`config.mk`:
```
export PLATFORM = sky130hd
export DESIGN_NAME = csr_trap_unit
export DESIGN_NICKNAME = d
export VERILOG_FILES = /design/src/rtl/csr_trap_unit_pkg.sv /design/src/rtl/csr_counter64.sv /design/src/rtl/csr_trap_unit.sv
export SDC_FILE = /design/constraint.sdc
export NUM_CORES = 1
export LEC_CHECK = 0
export CORE_AREA = 2 2 114 200
export CTS_BUF_LIST = sky130_fd_sc_hd__clkbuf_16
export DETAILED_ROUTE_END_ITERATION = 6
export DIE_AREA = 0 0 116 202
export GPL_ROUTABILITY_DRIVEN = 0
export PLACE_DENSITY = 0.61
export SYNTH_ARGS = -nofsm -noshare
export SYNTH_HDL_FRONTEND = slang
export SYNTH_HIERARCHICAL = 1
export SYNTH_SLANG_ARGS = --single-unit
```
`constraint.sdc`:
```
create_clock -name clk -period 5.6 [get_ports clk]
set_input_delay 0.84 -clock clk [delete_from_list [all_inputs] [get_ports clk]]
set_output_delay 0.84 -clock clk [all_outputs]
set_load 0.1 [all_outputs]
```
`src/rtl/csr_trap_unit_pkg.sv`:
```
// ---------------------------------------------------------------------------
// Common -- shared definitions for the machine-mode CSR / trap unit.
//
// Contents:
//   * CSR address constants (machine-mode subset plus optional counters)
//   * csr_op_e    : CSR instruction flavour (none / write / set / clear)
//   * cause codes : interrupt causes written to mcause
//   * bit indices : mstatus.MIE/MPIE, mie/mip timer and external bits
//   * trap_state_e: RUN / WFI core state
//   * csr_apply() : computes the post-instruction value of a CSR
// ---------------------------------------------------------------------------
package Common;

  // Machine-mode CSR addresses
  localparam logic [11:0] CSR_MSTATUS   = 12'h300;
  localparam logic [11:0] CSR_MISA      = 12'h301;
  localparam logic [11:0] CSR_MIE       = 12'h304;
  localparam logic [11:0] CSR_MTVEC     = 12'h305;
  localparam logic [11:0] CSR_MSCRATCH  = 12'h340;
  localparam logic [11:0] CSR_MEPC      = 12'h341;
  localparam logic [11:0] CSR_MCAUSE    = 12'h342;
  localparam logic [11:0] CSR_MIP       = 12'h344;
  localparam logic [11:0] CSR_MVENDORID = 12'hF11;
  localparam logic [11:0] CSR_MHARTID   = 12'hF14;

  // 64-bit counters, low and high halves
  localparam logic [11:0] CSR_MCYCLE    = 12'hB00;
  localparam logic [11:0] CSR_MINSTRET  = 12'hB02;
  localparam logic [11:0] CSR_MCYCLEH   = 12'hB80;
  localparam logic [11:0] CSR_MINSTRETH = 12'hB82;

  typedef enum logic [1:0] {
    CSR_NONE  = 2'd0,
    CSR_WRITE = 2'd1,
    CSR_SET   = 2'd2,
    CSR_CLEAR = 2'd3
  } csr_op_e;

  // Interrupt causes (bit 31 marks an interrupt)
  localparam logic [31:0] CAUSE_M_TIMER_IRQ = 32'h8000_0007;
  localparam logic [31:0] CAUSE_M_EXT_IRQ   = 32'h8000_000B;

  // mstatus bit positions
  localparam int MSTATUS_MIE_BIT  = 3;
  localparam int MSTATUS_MPIE_BIT = 7;

  // mie / mip bit positions (shared layout)
  localparam int MIE_MTIE_BIT = 7;
  localparam int MIE_MEIE_BIT = 11;

  // RV32I, machine mode only
  localparam logic [31:0] MISA_VALUE = 32'h4000_0100;

  typedef enum logic {
    ST_RUN = 1'b0,
    ST_WFI = 1'b1
  } trap_state_e;

  // New CSR value for a given operation on the old value.
  function automatic logic [31:0] csr_apply(input csr_op_e op,
                                            input logic [31:0] old_value,
                                            input logic [31:0] operand);
    logic [31:0] result;
    case (op)
      CSR_WRITE: result = operand;
      CSR_SET:   result = old_value | operand;
      CSR_CLEAR: result = old_value & ~operand;
      default:   result = old_value;
    endcase
    return result;
  endfunction

endpackage

```
`src/rtl/csr_counter64.sv`:
```
// ---------------------------------------------------------------------------
// csr_counter64 -- 64-bit CSR counter with 32-bit half-word write access.
//
// Ports:
//   clk    in   clock, rising edge
//   rst    in   asynchronous active-high reset, clears the count
//   inc    in   increment this cycle
//   wr_lo  in   write wdata to count[31:0]
//   wr_hi  in   write wdata to count[63:32]
//   wdata  in   32-bit write data
//   count  out  current 64-bit value
//
// A write in a cycle suppresses that cycle's increment; the count wraps
// from all-ones to zero.
// ---------------------------------------------------------------------------
module csr_counter64 (
  input  logic        clk,
  input  logic        rst,
  input  logic        inc,
  input  logic        wr_lo,
  input  logic        wr_hi,
  input  logic [31:0] wdata,
  output logic [63:0] count
);

  // NOTE: sequential state uses non-blocking assignments so every register
  // samples pre-edge values regardless of statement order.
  always_ff @(posedge clk or posedge rst) begin
    if (rst) begin
      count <= '0;
    end else if (wr_lo || wr_hi) begin
      if (wr_lo) count[31:0]  <= wdata;
      if (wr_hi) count[63:32] <= wdata;
    end else if (inc) begin
      count <= count + 64'd1;
    end
  end

endmodule

```
`src/rtl/csr_trap_unit.sv`:
```
// ---------------------------------------------------------------------------
// csr_trap_unit -- machine-mode CSR file, trap entry/return and WFI control.
//
// Parameters:
//   MTVEC_RESET  reset value of mtvec
//   HART_ID      value returned by mhartid
//
// Ports:
//   clk, rst            clock; asynchronous active-high reset
//   instr_valid         an instruction retires this cycle
//   instr_pc            its PC
//   csr_op, csr_source  CSR operation and operand select (0 rs1_data, 1 uimm)
//   csr_addr, rs1_data, uimm
//   exc_request/cause   synchronous exception of that instruction
//   exc_ret, wfi        MRET / WFI
//   irq_timer, irq_ext  level interrupt requests (synchronous)
//   csr_rdata           old value of the addressed CSR (combinational)
//   illegal_csr         unimplemented address or write to a read-only CSR
//   trap_taken          redirect PC to trap_vector this cycle
//   trap_vector         mtvec
//   mepc_out            MRET target
//   stall               core held in WFI
//
// Build option: define CSR_COUNTERS_EN to add mcycle/minstret (0xB00/0xB80,
// 0xB02/0xB82). Without it those addresses are illegal.
// ---------------------------------------------------------------------------
module csr_trap_unit
  import Common::*;
#(
  parameter logic [31:0] MTVEC_RESET = 32'h0000_0000,
  parameter int unsigned HART_ID     = 0
) (
  input  logic        clk,
  input  logic        rst,
  input  logic        instr_valid,
  input  logic [31:0] instr_pc,
  input  logic [1:0]  csr_op,
  input  logic        csr_source,
  input  logic [11:0] csr_addr,
  input  logic [31:0] rs1_data,
  input  logic [4:0]  uimm,
  input  logic        exc_request,
  input  logic [31:0] exc_cause,
  input  logic        exc_ret,
  input  logic        wfi,
  input  logic        irq_timer,
  input  logic        irq_ext,
  output logic [31:0] csr_rdata,
  output logic        illegal_csr,
  output logic        trap_taken,
  output logic [31:0] trap_vector,
  output logic [31:0] mepc_out,
  output logic        stall
);

  localparam logic [31:0] HART_ID_VALUE = 32'(HART_ID);

  // Architectural state
  logic        st_mie;
  logic        st_mpie;
  logic        mie_mtie;
  logic        mie_meie;
  logic        mip_mtip;
  logic        mip_meip;
  logic [31:0] mtvec;
  logic [31:0] mscratch;
  logic [31:0] mepc;
  logic [31:0] mcause;

  trap_state_e state_q;
  trap_state_e state_d;

`ifdef CSR_COUNTERS_EN
  logic [63:0] mcycle;
  logic [63:0] minstret;
`endif

  // Instruction decode
  csr_op_e     op;
  logic [31:0] operand;
  logic        no_write;
  logic        csr_access;

  assign op         = csr_op_e'(csr_op);
  assign operand    = csr_source ? {27'd0, uimm} : rs1_data;
  // Set/clear with a zero operand is a pure read: no write, no read-only fault.
  assign no_write   = (op == CSR_NONE) ||
                      (((op == CSR_SET) || (op == CSR_CLEAR)) && (operand == '0));
  assign csr_access = instr_valid && (op != CSR_NONE);

  // Read views of the packed registers
  logic [31:0] mstatus_value;
  logic [31:0] mie_value;
  logic [31:0] mip_value;

  always_comb begin
    mstatus_value                   = '0;
    mstatus_value[12:11]            = 2'b11;  // MPP: machine mode only
    mstatus_value[MSTATUS_MIE_BIT]  = st_mie;
    mstatus_value[MSTATUS_MPIE_BIT] = st_mpie;
    mie_value                       = '0;
    mie_value[MIE_MTIE_BIT]         = mie_mtie;
    mie_value[MIE_MEIE_BIT]         = mie_meie;
    mip_value                       = '0;
    mip_value[MIE_MTIE_BIT]         = mip_mtip;
    mip_value[MIE_MEIE_BIT]         = mip_meip;
  end

  // Address decode and read mux
  logic [31:0] rdata_raw;
  logic        addr_valid;
  logic        read_only;

  // NOTE: every signal driven here gets a default first so no path through
  // the case statement can infer a latch.
  always_comb begin
    rdata_raw  = '0;
    addr_valid = 1'b1;
    read_only  = 1'b0;
    case (csr_addr)
      CSR_MSTATUS:   rdata_raw = mstatus_value;
      CSR_MISA:      rdata_raw = MISA_VALUE;     // writes accepted, ignored
      CSR_MIE:       rdata_raw = mie_value;
      CSR_MTVEC:     rdata_raw = mtvec;
      CSR_MSCRATCH:  rdata_raw = mscratch;
      CSR_MEPC:      rdata_raw = mepc;
      CSR_MCAUSE:    rdata_raw = mcause;
      CSR_MIP: begin
        rdata_raw = mip_value;
        read_only = 1'b1;
      end
      CSR_MVENDORID: read_only = 1'b1;
      CSR_MHARTID: begin
        rdata_raw = HART_ID_VALUE;
        read_only = 1'b1;
      end
`ifdef CSR_COUNTERS_EN
      CSR_MCYCLE:    rdata_raw = mcycle[31:0];
      CSR_MCYCLEH:   rdata_raw = mcycle[63:32];
      CSR_MINSTRET:  rdata_raw = minstret[31:0];
      CSR_MINSTRETH: rdata_raw = minstret[63:32];
`endif
      default:       addr_valid = 1'b0;
    endcase
  end

  // Interrupt and trap decision
  logic        irq_ext_active;
  logic        irq_tmr_active;
  logic        irq_any;
  logic        irq_pending;
  logic        trap;
  logic [31:0] trap_cause;
  logic        csr_we;
  logic        do_mret;
  logic [31:0] csr_wdata;
  logic        illegal;

  assign irq_ext_active = mip_meip && mie_meie;
  assign irq_tmr_active = mip_mtip && mie_mtie;
  assign irq_any        = irq_ext_active || irq_tmr_active;
  assign irq_pending    = st_mie && irq_any;

  // An interrupt preempts the instruction's own exception, CSR write and MRET.
  assign trap       = instr_valid && (irq_pending || exc_request);
  assign trap_cause = irq_pending ? (irq_ext_active ? CAUSE_M_EXT_IRQ : CAUSE_M_TIMER_IRQ)
                                  : exc_cause;

  assign illegal   = csr_access && (!addr_valid || (read_only && !no_write));
  assign csr_we    = csr_access && !no_write && addr_valid && !read_only && !trap;
  assign do_mret   = instr_valid && exc_ret && !trap;
  assign csr_wdata = csr_apply(op, rdata_raw, operand);

  // RUN/WFI state machine
  always_ff @(posedge clk or posedge rst) begin
    if (rst) state_q <= ST_RUN;
    else     state_q <= state_d;
  end

  always_comb begin
    state_d = state_q;
    case (state_q)
      ST_RUN: if (instr_valid && wfi && !trap) state_d = ST_WFI;
      // Wake-up ignores mstatus.MIE; the trap itself waits for MIE.
      ST_WFI: if (irq_any) state_d = ST_RUN;
    endcase
  end

  // CSR and trap state
  always_ff @(posedge clk or posedge rst) begin
    if (rst) begin
      st_mie   <= 1'b0;
      st_mpie  <= 1'b0;
      mie_mtie <= 1'b0;
      mie_meie <= 1'b0;
      mip_mtip <= 1'b0;
      mip_meip <= 1'b0;
      mtvec    <= MTVEC_RESET;
      mscratch <= '0;
      mepc     <= '0;
      mcause   <= '0;
    end else begin
      mip_mtip <= irq_timer;
      mip_meip <= irq_ext;

      if (csr_we) begin
        case (csr_addr)
          CSR_MSTATUS: begin
            st_mie  <= csr_wdata[MSTATUS_MIE_BIT];
            st_mpie <= csr_wdata[MSTATUS_MPIE_BIT];
          end
          CSR_MIE: begin
            mie_mtie <= csr_wdata[MIE_MTIE_BIT];
            mie_meie <= csr_wdata[MIE_MEIE_BIT];
          end
          CSR_MTVEC:    mtvec    <= {csr_wdata[31:2], 2'b00};
          CSR_MSCRATCH: mscratch <= csr_wdata;
          CSR_MEPC:     mepc     <= {csr_wdata[31:2], 2'b00};
          CSR_MCAUSE:   mcause   <= csr_wdata;
          default: ;
        endcase
      end

      // Trap entry and MRET override a same-cycle mstatus write.
      if (trap) begin
        mepc    <= instr_pc;
        mcause  <= trap_cause;
        st_mpie <= st_mie;
        st_mie  <= 1'b0;
      end else if (do_mret) begin
        st_mie  <= st_mpie;
        st_mpie <= 1'b1;
      end
    end
  end

`ifdef CSR_COUNTERS_EN
  csr_counter64 u_mcycle (
    .clk   (clk),
    .rst   (rst),
    .inc   (1'b1),
    .wr_lo (csr_we && (csr_addr == CSR_MCYCLE)),
    .wr_hi (csr_we && (csr_addr == CSR_MCYCLEH)),
    .wdata (csr_wdata),
    .count (mcycle)
  );

  csr_counter64 u_minstret (
    .clk   (clk),
    .rst   (rst),
    .inc   (instr_valid && !trap),
    .wr_lo (csr_we && (csr_addr == CSR_MINSTRET)),
    .wr_hi (csr_we && (csr_addr == CSR_MINSTRETH)),
    .wdata (csr_wdata),
    .count (minstret)
  );
`endif

  // Outputs are forced quiet while reset is held.
  assign csr_rdata   = rst ? '0 : rdata_raw;
  assign illegal_csr = !rst && illegal;
  assign trap_taken  = !rst && trap;
  assign trap_vector = mtvec;
  assign mepc_out    = mepc;
  assign stall       = (state_q == ST_WFI);

endmodule

```
After elaboration in Yosys (flattened, before gate mapping)
Index checks and enable logic that the tools add are counted.
Widths: inputs -> output; s select.
{"block": "op_classes", "eq_ne": 13, "reduce_logical": 44, "mux": 25, "bitwise": 4}
{"cell": "$mux 32", "count": 9}
{"cell": "$pmux 32 s8", "count": 1}
{"cell": "$eq 12x10->1 const B", "count": 8}
{"cell": "$pmux 32 s3", "count": 1}
{"cell": "$and 32x32->32", "count": 1}
{"cell": "$logic_not 32->1", "count": 1}
{"cell": "$not 32->32", "count": 1}
{"cell": "$or 32x32->32", "count": 1}
{"cell": "$eq 12x12->1 const B", "count": 2}
{"cell": "$logic_and 1x1->1", "count": 18}
{"cell": "$mux 1", "count": 12}
{"cell": "$reduce_and 2->1", "count": 6}
{"cell": "$reduce_or 10->1", "count": 1}
{"cell": "$reduce_bool 2->1", "count": 4}
{"cell": "$reduce_bool 3->1", "count": 2}
{"cell": "$logic_not 1->1", "count": 5}
{"cell": "$logic_or 1x1->1", "count": 5}
{"cell": "$eq 2x2->1 const B", "count": 2}
{"cell": "$mux 4", "count": 1}
{"cell": "$reduce_or 3->1", "count": 1}
{"cell": "$eq 2x1->1 const B", "count": 1}
{"cell": "$logic_not 2->1", "count": 1}
{"cell": "$pmux 1 s2", "count": 1}
{"cell": "$not 1->1", "count": 1}
{"block": "totals", "in_bits": 124, "output_inout_bits": 99, "ff_bits": 133, "elab_cells": 97}

Logic depth before layout (Yosys ltp)
Gate-level depths: netlist (run 1).
{"block": "depth", "ltp_word": 12, "ltp_mapped": 10, "mapped_depth_nobuf": 6}

Least setup slack after synthesis (run 1)
OpenSTA, ideal clock, no wires.
{"block": "synth_timing", "path_type": "input port to output port", "startpoint": "input csr_addr[6]", "endpoint": "output illegal_csr", "arrival_ns": 4.393, "setup_slack_ns": 0.367, "stages": 6, "required_time_ns": 4.760, "path_cell_list": "clkbuf_1 or3_1 or4_1 o21ai_0 nand2_1 a211oi_1"}
{"block": "synth_between", "elab_chain_cells": 7, "word_cells_on_any_way": 19, "cone_classes": "eq/ne (10); mux (2); reduce/logical (7)"}
{"item": "start, declared", "line_no": "csr_trap_unit.sv:39", "source": "input logic [11:0] csr_addr,"}
{"item": "$eq 12x10->1 / $eq 12x12->1 (equally long branches)", "line_no": "csr_trap_unit.sv:120", "source": "case (csr_addr)"}
{"item": "$reduce_or 10->1 (no line) / $reduce_or 3->1 (equally long branches)"}
{"item": "$mux 1", "line_no": "csr_trap_unit.sv:120"}
{"item": "$logic_not 1->1 / $logic_and 1x1->1 (equally long branches)", "line_no": "csr_trap_unit.sv:169", "source": "assign illegal = csr_access && (!addr_valid || (read_only && !no_write));"}
{"item": "$logic_or 1x1->1 (*)", "line_no": "csr_trap_unit.sv:169"}
{"item": "$logic_and 1x1->1 (*)", "line_no": "csr_trap_unit.sv:169"}
{"item": "$logic_and 1x1->1 (*)", "line_no": "csr_trap_unit.sv:261", "source": "assign illegal_csr = !rst && illegal;"}
{"item": "end, declared", "line_no": "csr_trap_unit.sv:49", "source": "output logic illegal_csr,"}
Mark *: on every way between the ends. The rest lies on a longest branch, timed or not.

Worst setup path in the final report (run 1)
{"block": "layout_timing", "startpoint": "input csr_addr[2]", "endpoint": "output csr_rdata[31]"}
{"block": "layout_between", "elab_chain_cells": 3, "word_cells_on_any_way": 10, "cone_classes": "eq/ne (8); mux (2)"}
{"item": "$eq 12x10->1", "line_no": "csr_trap_unit.sv:120"}
{"item": "$pmux 32 s8 (*)", "line_no": "csr_trap_unit.sv:120"}
{"item": "$mux 32 (*)", "line_no": "csr_trap_unit.sv:260", "source": "assign csr_rdata = rst ? '0 : rdata_raw;"}
{"item": "end, declared", "line_no": "csr_trap_unit.sv:48", "source": "output logic [31:0] csr_rdata,"}
Marks and branches as above.

==> run summary, run 1 <==
=========================================================================================
Average wire per standard cell                                                    23.0 um
Cell class contributing the biggest share of worst-path delay                simple AND/OR/NAND/NOR gates
Post-CTS setup-driven buffer insertion count                                            0
Final clock period utilization by the worst path                                    83.5%
CP Data Required Time                                                             4.76 ns
Post-DP HPWL                                                                     21200 um
Setup TNS                                                                            0 ns
Number of storage elements in the synthesis netlist                                   133
Share of cells above drive strength 1                                               11.9%
Count of mapped cells out of synthesis                                                839
Unrepaired setup endpoints after global routing                                     false
Final WL                                                                         30800 um
Syn-to-layout area delta                                                            44.7%
Via Count                                                                            7615
Max-cap violations                                                                      0
Overall die height                                                                 202 um
Largest net degree at the start of global routing                                     100
Pin slew with the least headroom to its limit                                     1.19 ns
Core box area                                                                  0.0218 mm2
Global-route wire length before repair                                           46500 um
Number of enable-type register cells in the synthesized netlist                         0
Via count of the first global-routing pass                                           7783
Number of levels the H-tree was split into                                              4
Io pins                                                                               223
Time the final worst path needs with I/O delays and setup                         4.68 ns
Initial core utilization                                                            34.6%
Post-detailed-route via-to-cell ratio                                                5.69
Endpoint class of the critical path                                           output port
Drc violations                                                                          0
Number of buffers inserted by hold repair at cts                                        0
Number of failing hold endpoints at the final stage                                     0
Post-Synthesis Cell Area                                                      0.00754 mm2
Total routing usage reported by global routing                                      26.6%
Antenna violations before repair                                                        4
DIE AREA                                                                       0.0234 mm2
Relative slew slack                                                                 21.0%
Proportion of register bits with asynchronous set or reset after synthesis           100%
Critical path type                                                                 in2out
Hold Path Class                                                                   reg2reg
Upper clock frequency limit                                                       214 MHz
Final design area excluding fillers                                            0.0109 mm2
Cell with the largest stage delay on the worst path                          sky130_fd_sc_hd__clkdlybuf4s50_1
Number of DRC markers in iteration 0                                                  611
Most instantiated flip-flop cell in the synthesis netlist                    sky130_fd_sc_hd__dfrtp_1
Port buffer count                                                                     220
Count of warnings emitted by yosys                                                      6
Highest ir drop seen on vdd                                                        191 uV
Number of buffer and inverter instances along the worst setup path                      2
Clock buffer count from CTS                                                            17
Number of routed nets with antenna violations                                           0
Count of distinct cell types in the synthesized netlist                                61
Power density normalized to cell area                                          280 mW/mm2
Skew-Pair Late Insertion Delay                                                    0.43 ns
Number of detailed-routing iterations run before antenna repair                         6
CTS tree                                                                            built
Sum of overflow across all layers after global routing                                  0
Clk pin slew, worst setup/hold paths                                              0.06 ns
Avg Cell Area, Syn                                                               8.99 um2
Number of sinks handled by clock tree synthesis                                       133
Maximum clock insertion buffer count                                                    2
Post-cts sizing count                                                                   0
Width of the die                                                                   116 um
Skew final                                                                     0.00683 ns
Number of nets in the layout                                                         1150
Number of max-slew violations in the final report                                       0
Maximum fanout encountered on the critical timing path                                 19
Crit path arrival time                                                            3.84 ns
Total setup violations reported at the end of the flow                                  0
Startpoint type of the worst setup path                                         input pin
Cell breakdown of the critical path                                          clkdlybuf4s50_1 -> or3_1 -> nor4_2 -> a22oi_1 -> a21oi_1 -> buf_12
Largest stage delay on the critical path                                          0.82 ns
Run status                                                                      completed
Register area share after synthesis                                                 44.1%
Buffer type at the clock tree root                                           sky130_fd_sc_hd__clkbuf_16
Standby leakage power                                                          0.00432 uW
Placement Rows                                                                         72
Area of placed instances                                                       0.0103 mm2
=========================================================================================
## cells by family after synthesis
kind of cell / after synthesis / share of synthesized area [%]
compound gates: 302 / 26.6
mux: 24 / 3.45
buf+inv: 84 / 4.86
simple gates: 266 / 17.5
xor+xnor: 29 / 3.37
other cells: 1 / 0.0497
flops: 133 / 44.1
## cells in the mapped netlist (2+ instances only)
cell / n / share of area [%]
sky130_fd_sc_hd__a211oi_1: 3 / 0.30
sky130_fd_sc_hd__a21oi_1: 13 / 0.86
sky130_fd_sc_hd__a221oi_1: 3 / 0.35
sky130_fd_sc_hd__a222oi_1: 24 / 3.2
sky130_fd_sc_hd__a22o_1: 29 / 3.4
sky130_fd_sc_hd__a22oi_1: 60 / 6.0
sky130_fd_sc_hd__a2bb2oi_1: 2 / 0.23
sky130_fd_sc_hd__a31oi_1: 7 / 0.58
sky130_fd_sc_hd__a32oi_1: 4 / 0.46
sky130_fd_sc_hd__buf_1: 6 / 0.30
sky130_fd_sc_hd__buf_2: 14 / 0.93
sky130_fd_sc_hd__buf_4: 7 / 0.70
sky130_fd_sc_hd__clkbuf_1: 47 / 2.3
sky130_fd_sc_hd__dfrtp_1: 133 / 44
sky130_fd_sc_hd__inv_1: 8 / 0.40
sky130_fd_sc_hd__mux2_2: 16 / 2.4
sky130_fd_sc_hd__mux2i_1: 8 / 1.1
sky130_fd_sc_hd__nand2_1: 119 / 5.9
sky130_fd_sc_hd__nand2b_1: 5 / 0.41
sky130_fd_sc_hd__nand3_1: 9 / 0.60
sky130_fd_sc_hd__nand4_1: 9 / 0.75
sky130_fd_sc_hd__nand4_2: 2 / 0.33
sky130_fd_sc_hd__nor2_1: 52 / 2.6
sky130_fd_sc_hd__nor2b_1: 30 / 2.5
sky130_fd_sc_hd__nor3_1: 5 / 0.33
sky130_fd_sc_hd__nor3_2: 4 / 0.53
sky130_fd_sc_hd__nor3b_1: 2 / 0.20
sky130_fd_sc_hd__nor4_1: 10 / 0.83
sky130_fd_sc_hd__nor4_4: 3 / 0.85
sky130_fd_sc_hd__nor4b_1: 2 / 0.23
sky130_fd_sc_hd__o21a_1: 2 / 0.20
sky130_fd_sc_hd__o21ai_0: 94 / 6.2
sky130_fd_sc_hd__o21ai_1: 43 / 2.9
sky130_fd_sc_hd__o22ai_1: 2 / 0.17
sky130_fd_sc_hd__o31a_1: 2 / 0.23
sky130_fd_sc_hd__o31ai_1: 2 / 0.20
sky130_fd_sc_hd__o32ai_1: 3 / 0.35
sky130_fd_sc_hd__or3_1: 4 / 0.33
sky130_fd_sc_hd__xnor2_1: 29 / 3.4
## routing by layer
metal	routed length, um	track usage [%]
met3	1790	3.99
met4	1620	14.6
met2	16200	46.4
met5	0	0
met1	11200	30.6
## worst reg2reg max path, cell delays in order, from the launching register on
cell and delay, ns:
sky130_fd_sc_hd__dfrtp_1 0.42, sky130_fd_sc_hd__a22oi_1 0.38, sky130_fd_sc_hd__nor2b_1 0.25, sky130_fd_sc_hd__o21a_2 0.61, sky130_fd_sc_hd__a31oi_4 1.09, sky130_fd_sc_hd__a22oi_1 0.21
sky130_fd_sc_hd__o21ai_0 0.14
## power by group
part | internal [uW] | total (uW) | switching (uW)
combinational | 242 | 746 | 504
sequential | 1040 | 1090 | 58.2
clock | 749 | 1210 | 464
## sequential cells by signal, indices dropped and copies added, names as in the netlist
name / flops
trap_vector: 30
stall: 1
mepc_out: 32
mcause: 32
st_mpie: 1
mip_mtip: 1
st_mie: 1
mie_meie: 1
mscratch: 32
mip_meip: 1
mie_mtie: 1
## layout make-up
type                            count  area (um2)
Fill cell                        2129       10900
Multi-Input combinational cell    623        3900
Sequential cell                   133        3330
Timing Repair Buffer              242        2650
Clock buffer                       17         425
Tap cell                          296         370
Clock inverter                     15         199
Inverter                            9        38.8
Antenna cell                        4        10.0
## cells in the final DEF (no fill, tap or decap), types with 17 or more instances in the layout
master                            Yosys  layout
sky130_fd_sc_hd__dfrtp_1            133     133
sky130_fd_sc_hd__xnor2_1             29      29
sky130_fd_sc_hd__nor2_1              52      50
sky130_fd_sc_hd__clkdlybuf4s50_1      0     184
sky130_fd_sc_hd__o21ai_1             43      43
sky130_fd_sc_hd__buf_12               0      30
sky130_fd_sc_hd__nor2b_1             30      30
sky130_fd_sc_hd__a222oi_1            24      24
sky130_fd_sc_hd__o21ai_0             94      94
sky130_fd_sc_hd__a22oi_1             60      60
sky130_fd_sc_hd__a22o_1              29      29
sky130_fd_sc_hd__nand2_1            119     119
sky130_fd_sc_hd__clkbuf_16            0      17
sky130_fd_sc_hd__buf_4                7      25
## through the flow
stage | hold WS [ns] | instances | total power, uW | util (%) | setup slack [ns]
final | 0.482 | 1339 | 3050 | 50.1 | 0.921
after global placement | 0.459 | 1303 | 1850 | 47.2 | 1.07
after global routing | 0.505 | 1339 | 3150 | 50.1 | 0.832
after floorplan | 0.442 | 840 | 1590 | - | 0.367
after detailed placement | 0.472 | 1303 | 1850 | 47.2 | 1.04
after CTS | 0.486 | 1335 | 3070 | 50.0 | 1.01
## final timing paths
kind,start,endpoint,slack (ns),cells after the start
hold reg to reg,mscratch[8],mscratch[8],0.48,2
hold / removal,mscratch[8],mscratch[8],0.48,2
max in group asynchronous,rst,mcause[5],3.51,3
setup reg to reg,mie_meie,mepc_out[14],2.42,6
min in group asynchronous,rst,mepc_out[30],1.08,2
setup / recovery,csr_addr[2],csr_rdata[31],0.92,6
Note: power is estimated with default switching activity, not from simulation.
==> inputs of run 2 (changes only) <==
- clock period: 5.6 -> 4.35 ns (I/O delays scaled with it)
==> run summary, run 2 (synthesis gave the netlist of run 1 again) <==
==============================================================================
Run status                                                        finished, violations left
Violations in the final reports                                            DRC
Number of sinks handled by clock tree synthesis                            133
Number of routed nets with antenna violations                                0
Drc violations                                                              14
Time the final worst path needs with I/O delays and setup              3.81 ns
Cell count of the worst hold path                                            2
Buffer type at the clock tree root                                sky130_fd_sc_hd__clkbuf_16
Most frequent cells in the layout                                 sky130_fd_sc_hd__clkdlybuf4s50_1 (183), sky130_fd_sc_hd__dfrtp_1 (133), sky130_fd_sc_hd__nand2_1 (119)
CTS tree                                                                 built
Endpoint class of the critical path                                output port
Capture endpoint of the worst hold path                            mscratch[6]
Port buffer count                                                          220
Post-CTS setup-driven buffer insertion count                                 0
Antenna violations before repair                                             5
Post-cts sizing count                                                        0
Clock buffer count from CTS                                                 17
Hold Path Class                                                        reg2reg
Final cell utilization of the core                                       51.0%
Net switching component of the power                                   1280 uW
Unrepaired setup endpoints after global routing                          false
Path depth of the worst reg2reg path                                         6
Switching power as a share of total power                                32.5%
Upper clock frequency limit                                            263 MHz
Capture instance of the worst register-to-register path            mepc_out[6]
Global-route wire length before repair                                46600 um
Launching instance or port of the critical path                    csr_addr[4]
Sum of overflow across all layers after global routing                       0
Final clock period utilization by the worst path                         87.5%
Fraction of power consumed by combinational cells                        24.7%
Number of failing hold endpoints at the final stage                          0
Crit path arrival time                                                 3.16 ns
Standby leakage power                                               0.00442 uW
Number of levels the H-tree was split into                                   4
Clk pin slew, worst setup/hold paths                                   0.06 ns
Part of the total power dissipated in sequential elements                35.8%
Number of detailed-routing iterations run before antenna repair              7
Maximum clock insertion buffer count                                         2
Share of cells above drive strength 1                                    12.6%
Power density normalized to cell area                               354 mW/mm2
Total setup violations reported at the end of the flow                       0
Via Count                                                                 7695
Skew final                                                          0.00659 ns
Io pins                                                                    223
Overall die height                                                      202 um
Leading cell type in the layout, fill and taps excluded           sky130_fd_sc_hd__clkdlybuf4s50_1
Number of max-slew violations in the final report                            0
Highest ir drop seen on vdd                                             270 uV
Skew-Pair Late Insertion Delay                                         0.43 ns
Via count of the first global-routing pass                                7791
Number of DRC markers in iteration 0                                       722
Part of the total power dissipated in the clock network                  39.5%
CP Data Required Time                                                  3.70 ns
Total routing usage reported by global routing                           26.9%
Critical path type                                                      in2out
Startpoint type of the worst setup path                              input pin
Source of the worst hold timing path                               mscratch[6]
Maximum fanout encountered on the critical timing path                       9
Placement Rows                                                              72
Setup TNS                                                                 0 ns
Post-DP HPWL                                                          22100 um
Core box area                                                       0.0218 mm2
Syn-to-layout area delta                                                 47.4%
Final WL                                                              30800 um
Width of the die                                                        116 um
Largest net degree at the start of global routing                           70
Average wire per standard cell                                         22.8 um
Number of nets in the layout                                              1162
Number of buffers inserted by hold repair at cts                             0
Relative slew slack                                                      28.8%
R2R setup slack                                                        1.28 ns
Initial core utilization                                                 34.6%
Pin slew with the least headroom to its limit                          1.07 ns
DIE AREA                                                            0.0234 mm2
Critical R2R Launch                                                   mip_meip
Post-detailed-route via-to-cell ratio                                     5.69
Total power                                                            3930 uW
Max-cap violations                                                           0
Cell-internal power                                                    2660 uW
==============================================================================
run 2: cell count changes in the layout (fill, tap and decap cells not counted), sizes merged:
cell	change
clkinvlp	-1
clkdlybuf4s50	-1
diode	+1
clkinv	+5
bufinv	+1
inv	-5
buf	+13
run 2: how the worst max path moves through the flow:
stage                               to
final                      illegal_csr
after global routing       illegal_csr
after CTS                  illegal_csr
after detailed placement   mepc_out[6]
after global placement     illegal_csr
after floorplan           csr_rdata[3]
run 2: metal layers:
metal	GRT usage, %	vias up	wire (um)
li1	-	3504	-
met1	29.9	3730	11100
met2	46.3	355	16000
met3	5.73	106	1780
met4	16.1	0	1870
met5	0	-	0
run 2: through the flow:
stage          setup slack, ns  hold slack, ns  std cells  cell area (um2)
3_5_place_dp             0.555           0.469       1315            10500
3_3_place_gp             0.630           0.458       1315            10500
2_1_floorplan           0.0454           0.442        840             7560
5_1_grt                  0.482           0.508       1352            11100
6_report                 0.542           0.477       1352            11100
4_1_cts                  0.604           0.482       1347            11100
run 2: critical path, cell delays in order:
cell	delay [ns]
sky130_fd_sc_hd__clkdlybuf4s50_1	0.42
sky130_fd_sc_hd__or3_1	0.60
sky130_fd_sc_hd__or3_1	0.42
sky130_fd_sc_hd__o21ai_0	0.40
sky130_fd_sc_hd__nand2_1	0.13
sky130_fd_sc_hd__a211oi_2	0.32
sky130_fd_sc_hd__buf_12	0.21
run 2: layout make-up:
type                       count  area (um2)
antenna                        5        12.5
clock buffer                  17         425
clock inverter                15         193
fill                        2095       10700
inverter                       9        37.5
multi-input combinational    623        3910
sequential                   133        3330
tap                          296         370
timing repair buffer         254        2850
run 2: power by group through the flow:
stage	registers, uW	clock network (uW)	logic (uW)
3_5_place_dp	1430	0	972
5_1_grt	1420	1620	1020
3_3_place_gp	1430	0	965
2_1_floorplan	1740	0	306
4_1_cts	1410	1570	974
6_report	1410	1550	972
==> variant 1 (config.mk and constraints of run 1) <==
Register the inputs `irq_timer` and `irq_ext` before use, without a reset. The logic sees them one clock later. The other inputs are not delayed to match.
--- a/src/rtl/csr_trap_unit.sv
+++ b/src/rtl/csr_trap_unit.sv
@@ -56,4 +56,12 @@
   localparam logic [31:0] HART_ID_VALUE = 32'(HART_ID);
 
+  logic irq_timer_q;
+  logic irq_ext_q;
+
+  always_ff @(posedge clk) begin
+    irq_timer_q <= irq_timer;
+    irq_ext_q   <= irq_ext;
+  end
+
   // Architectural state
   logic        st_mie;
@@ -201,6 +209,6 @@
       mcause   <= '0;
     end else begin
-      mip_mtip <= irq_timer;
-      mip_meip <= irq_ext;
+      mip_mtip <= irq_timer_q;
+      mip_meip <= irq_ext_q;
 
       if (csr_we) begin
Behaviour: not the same (Yosys sat finds a counterexample within 4 cycles, from zero or initial values and one cycle with rst high).
==> variant 1 against run 1 <==
- synthesized area up 12%
- routed wire length increased by 7.6%
- synthesized cell count is 9.8% higher
- combinational power up 10%
- setup slack improved by 0.35 ns
- power is 1.6% higher
- final area increased by 6.7%
- non-clock buffer count grew 5
- sequential share of layout area decreased by 1.6 points
- register-to-register slack improved by 0.21 ns
- sequential cell count rose by 2
- final cell count increased by 5.9%
==> variant 1: results (changes against run 1) <==
.. list-table::
   :header-rows: 1

   * - Metric
     - Value
   * - Placed Cells incl. Taps
     - 1,383 (was 1,303)
   * - Worst reg2reg endpoint
     - mscratch[12] (was mepc_out[14])
   * - DP Wirelength
     - 23,290 um (was 21,240 um)
   * - GRT Util Overall
     - 28.88% (was 26.59%)
   * - Routed length per placed instance
     - 23.37 um (was 23.01 um)
   * - Fin nets
     - 1,230 (was 1,150)
   * - Worst Hold Slack
     - 0.3266 ns (was 0.4815 ns)
   * - Fraction of layout instances using a drive strength above 1
     - 13.40% (was 11.93%)
   * - Worst Clk Skew
     - 0.005692 ns (was 0.006830 ns)
   * - Synth top area cells
     - sky130_fd_sc_hd__dfrtp_1, sky130_fd_sc_hd__nand2_1, sky130_fd_sc_hd__mux2i_1, sky130_fd_sc_hd__a32o_1, sky130_fd_sc_hd__a22o_1 (was sky130_fd_sc_hd__dfrtp_1, sky130_fd_sc_hd__o21ai_0, sky130_fd_sc_hd__a22oi_1, sky130_fd_sc_hd__nand2_1, sky130_fd_sc_hd__a22o_1)
   * - Destination of the worst hold path
     - mip_meip (was mscratch[8])
   * - Sequential fraction of the synthesis area
     - 39.91% (was 44.11%)
   * - Power consumed by the clock network
     - 1.17 mW (was 1.21 mW)
   * - Maximum number of pins on one net before global-route repair
     - 102 (was 100)
   * - Distinct cells, synth
     - 69 (was 61)
   * - Critical path fanouts, max
     - 18 (was 19)
   * - Status
     - finished, final reports clean (unchanged)
   * - Number of antenna violations at the first check in global routing
     - 3 (was 4)
   * - Xor and xnor fraction of the mapped netlist area
     - 3.113% (was 3.367%)
   * - Drt first pass iters
     - 5 (was 6)
   * - Top cell types by occurrence after synthesis
     - sky130_fd_sc_hd__nand2_1, sky130_fd_sc_hd__dfrtp_1, sky130_fd_sc_hd__mux2i_1, sky130_fd_sc_hd__o21ai_1, sky130_fd_sc_hd__clkbuf_1 (was sky130_fd_sc_hd__dfrtp_1, sky130_fd_sc_hd__nand2_1, sky130_fd_sc_hd__o21ai_0, sky130_fd_sc_hd__a22oi_1, sky130_fd_sc_hd__nor2_1)
   * - Cells after Synth
     - 921 (was 839)
   * - Worst EP arrival
     - 3.49 ns (was 3.84 ns)
   * - Mux cell area share after synthesis
     - 8.406% (was 3.449%)
   * - Met2 track demand over resource in global routing
     - 49.60% (was 46.37%)
   * - Cell leakage power
     - 4.585 nW (was 4.322 nW)
   * - Power drawn by the combinational cells
     - 0.821 mW (was 0.746 mW)
   * - Vias after detailed routing
     - 8,165 (was 7,615)
   * - Async set or reset register ratio after synthesis
     - 98.52% (was 100.0%)
-- variant 1: how the worst max path moves through the flow --
stage,slack (ns),depth (start not counted),to,from
floorplan,0.63,7,illegal_csr,csr_addr[5]
global placement,1.36,7,csr_rdata[30],csr_addr[6]
detailed placement,1.31,7,csr_rdata[7],csr_addr[5]
CTS,1.31,7,csr_rdata[7],csr_addr[5]
global route,1.12,7,csr_rdata[30],csr_addr[6]
finish,1.27,7,csr_rdata[30],csr_addr[6]
-- variant 1: stage by stage --
step | utilization, % | cell area (um^2)
global placement | 50.70 | 11050
detailed placement | 50.70 | 11050
global route | 53.46 | 11650
floorplan | - | 8443
CTS | 53.43 | 11650
finish | 53.46 | 11650
-- variant 1: area by class of cell --
type,count,area [um^2]
clock inverter,15,168.9
timing repair buffer,247,2572
antenna,3,7.507
multi-input combinational,672,4613
inverter,33,128.9
clock buffer,17,425.4
sequential,135,3368
fill,2068,10150
tap,296,370.4
==> variant 2 (settings of run 1) <==
Made on the original files. Make the reset (`rst`) synchronous in 2 clocked blocks. Comments in the files are not updated.
--- a/src/rtl/csr_trap_unit.sv
+++ b/src/rtl/csr_trap_unit.sv
@@ -173,5 +173,5 @@
 
   // RUN/WFI state machine
-  always_ff @(posedge clk or posedge rst) begin
+  always_ff @(posedge clk) begin
     if (rst) state_q <= ST_RUN;
     else     state_q <= state_d;
@@ -188,5 +188,5 @@
 
   // CSR and trap state
-  always_ff @(posedge clk or posedge rst) begin
+  always_ff @(posedge clk) begin
     if (rst) begin
       st_mie   <= 1'b0;
Check against the original RTL: differs if rst is asserted again (counterexample within 4 cycles, from zero or initial values and one cycle with rst high); with rst held inactive, the same outputs for 4 cycles.
==> variant 2 against run 1 <==
- sequential cell count is the same
- register-to-register slack gained 0.64 ns
- final area grew 4.3%
- synthesized area grew 8.5%
- sequential share of layout area shrank 7.1 points
- utilization grew 2.1 points
- critical endpoint is now csr_rdata[10]
- setup slack gained 0.32 ns
- the flow now finishes with violations (design-rule violations)
- routed wire length grew 22%
- first-iteration DRC count grew 24%
- power shrank 13%
==> variant 2: results (changes against run 1) <==
.. list-table::
   :header-rows: 1

   * - Metric
     - Value
   * - Status
     - finished, violations left (was finished, final reports clean)
   * - Violated checks
     - design-rule violations
   * - Fin nets
     - 1,392 (was 1,150)
   * - Async set or reset register ratio after synthesis
     - 0% (was 100.0%)
   * - Worst path max stage delay
     - 0.87 ns (was 0.82 ns)
   * - Maximum number of pins on one net before global-route repair
     - 66 (was 100)
   * - Cell area reported after detailed placement
     - 10,810 um^2 (was 10,290 um^2)
   * - Flip-flop cell with the highest count after synthesis
     - sky130_fd_sc_hd__dfxtp_1 (was sky130_fd_sc_hd__dfrtp_1)
   * - Worst reg2reg endpoint
     - trap_vector[10] (was mepc_out[14])
   * - Residual DRC count
     - 2 (was 0)
   * - Worst EP arrival
     - 3.52 ns (was 3.84 ns)
   * - Worst R2R Start
     - mie_meie (unchanged)
   * - Top cell types by occurrence after synthesis
     - sky130_fd_sc_hd__nand2_1, sky130_fd_sc_hd__dfxtp_1, sky130_fd_sc_hd__a21oi_1, sky130_fd_sc_hd__clkbuf_1, sky130_fd_sc_hd__o21ai_0 (was sky130_fd_sc_hd__dfrtp_1, sky130_fd_sc_hd__nand2_1, sky130_fd_sc_hd__o21ai_0, sky130_fd_sc_hd__a22oi_1, sky130_fd_sc_hd__nor2_1)
   * - Sequential fraction of the synthesis area
     - 32.52% (was 44.11%)
   * - Iteration-0 DRC Markers
     - 758 (was 611)
   * - Synth top area cells
     - sky130_fd_sc_hd__dfxtp_1, sky130_fd_sc_hd__nand2_1, sky130_fd_sc_hd__a21oi_1, sky130_fd_sc_hd__a22oi_1, sky130_fd_sc_hd__mux2i_1 (was sky130_fd_sc_hd__dfrtp_1, sky130_fd_sc_hd__o21ai_0, sky130_fd_sc_hd__a22oi_1, sky130_fd_sc_hd__nand2_1, sky130_fd_sc_hd__a22o_1)
   * - Launch instance of the worst min-delay path
     - mscratch[12] (was mscratch[8])
   * - Number of filler instances in the final layout
     - 2,174 (was 2,129)
   * - Cell leakage power
     - 3.902 nW (was 4.322 nW)
   * - Slack of the worst reg-to-reg path
     - 3.06 ns (was 2.42 ns)
   * - GRT Util Overall
     - 31.95% (was 26.59%)
   * - Highest ir drop seen on vdd
     - 0.0001808 V (was 0.0001913 V)
   * - First-pass GRT wire length
     - 56,100 um (was 46,450 um)
   * - Distinct cells, synth
     - 73 (was 61)
   * - Worst Hold Slack
     - 0.4531 ns (was 0.4815 ns)
   * - Placed Cells incl. Taps
     - 1,545 (was 1,303)
   * - Post-Synthesis Mean Instance Area
     - 7.464 um^2 (was 8.993 um^2)
   * - Vias after detailed routing
     - 9,317 (was 7,615)
   * - Destination of the worst hold path
     - mscratch[12] (was mscratch[8])
   * - Routed length per placed instance
     - 23.90 um (was 23.01 um)
   * - Number of antenna violations at the first check in global routing
     - 1 (was 4)
   * - Post-route non-filler standard cell count
     - 1,578 (was 1,339)
   * - Final core utilization
     - 52.24% (was 50.09%)
   * - Cell count of the worst reg-to-reg path
     - 7 (was 6)
   * - Drt first pass iters
     - 7 (was 6)
variant 2: changes by cell type in the layout (fill, tap and decap cells not counted), sizes merged, moves of 24 or more:
cell	change
o2bb2ai	+24
mux2i	+31
nand2	+120
o31ai	+26
dfxtp	+133
o21ai	-66
xnor2	-26
a21oi	+121
dfrtp	-133
nand2b	+25
a22o	-26
variant 2: cell families (layout without fill, tap and decap cells):
family,after synthesis,after routing,share of synthesized area [%]
other cells,1,3,0.04580
mux,42,42,5.180
simple gates,411,411,23.24
flops,133,133,32.52
compound gates,394,394,32.53
xor+xnor,8,8,0.8558
buf+inv,108,291,5.624
variant 2: final cells by class:
| class | count | area (um^2) | area share (%) |
|---|---|---|---|
| Tap cell | 296 | 370.4 | 3.252 |
| Antenna cell | 1 | 2.502 | 0.02197 |
| Timing Repair Buffer | 254 | 2653 | 23.29 |
| Clock buffer | 17 | 425.4 | 3.735 |
| Multi-Input combinational cell | 857 | 5104 | 44.81 |
| Clock inverter | 15 | 152.6 | 1.340 |
| Inverter | 5 | 18.77 | 0.1648 |
| Sequential cell | 133 | 2663 | 23.38 |
variant 2: metal layers:
metal / vias to the layer above / GRT usage (%) / routed length, um
li1: 4325 / - / -
met1: 4394 / 34.55 / 13150
met5: - / 0 / 0
met2: 468 / 54.57 / 18900
met3: 130 / 5.517 / 2458
met4: 0 / 23.55 / 3209
variant 2: worst register-to-register path: cells and delay by family, from the launching register on:
family                 cells  cell delay (ns)
AO/OA/AOI/OAI              5             1.57
flip-flops                 1             0.37
buffers and inverters      1             0.33
AND/OR/NAND/NOR            1             0.11
variant 2: worst max path at each step:
stage                               end  slack (ns)  cells after the start   startpoint
final                     csr_rdata[10]        1.24                      7  csr_addr[0]
after global routing      csr_rdata[11]        1.16                      8  csr_addr[3]
after CTS                 csr_rdata[10]        1.30                      7  csr_addr[0]
after detailed placement  csr_rdata[10]        1.30                      7  csr_addr[0]
after global placement    csr_rdata[15]        1.32                      7  csr_addr[0]
after floorplan             illegal_csr        0.63                      8  csr_addr[1]
variant 2: report_power, final:
group / switching, mW / total (mW) / internal, mW / leakage, nW
combinational: 0.347 / 0.533 / 0.186 / 2.53
clock: 0.522 / 1.12 / 0.595 / 0.283
sequential: 0.0268 / 1.00 / 0.977 / 1.08
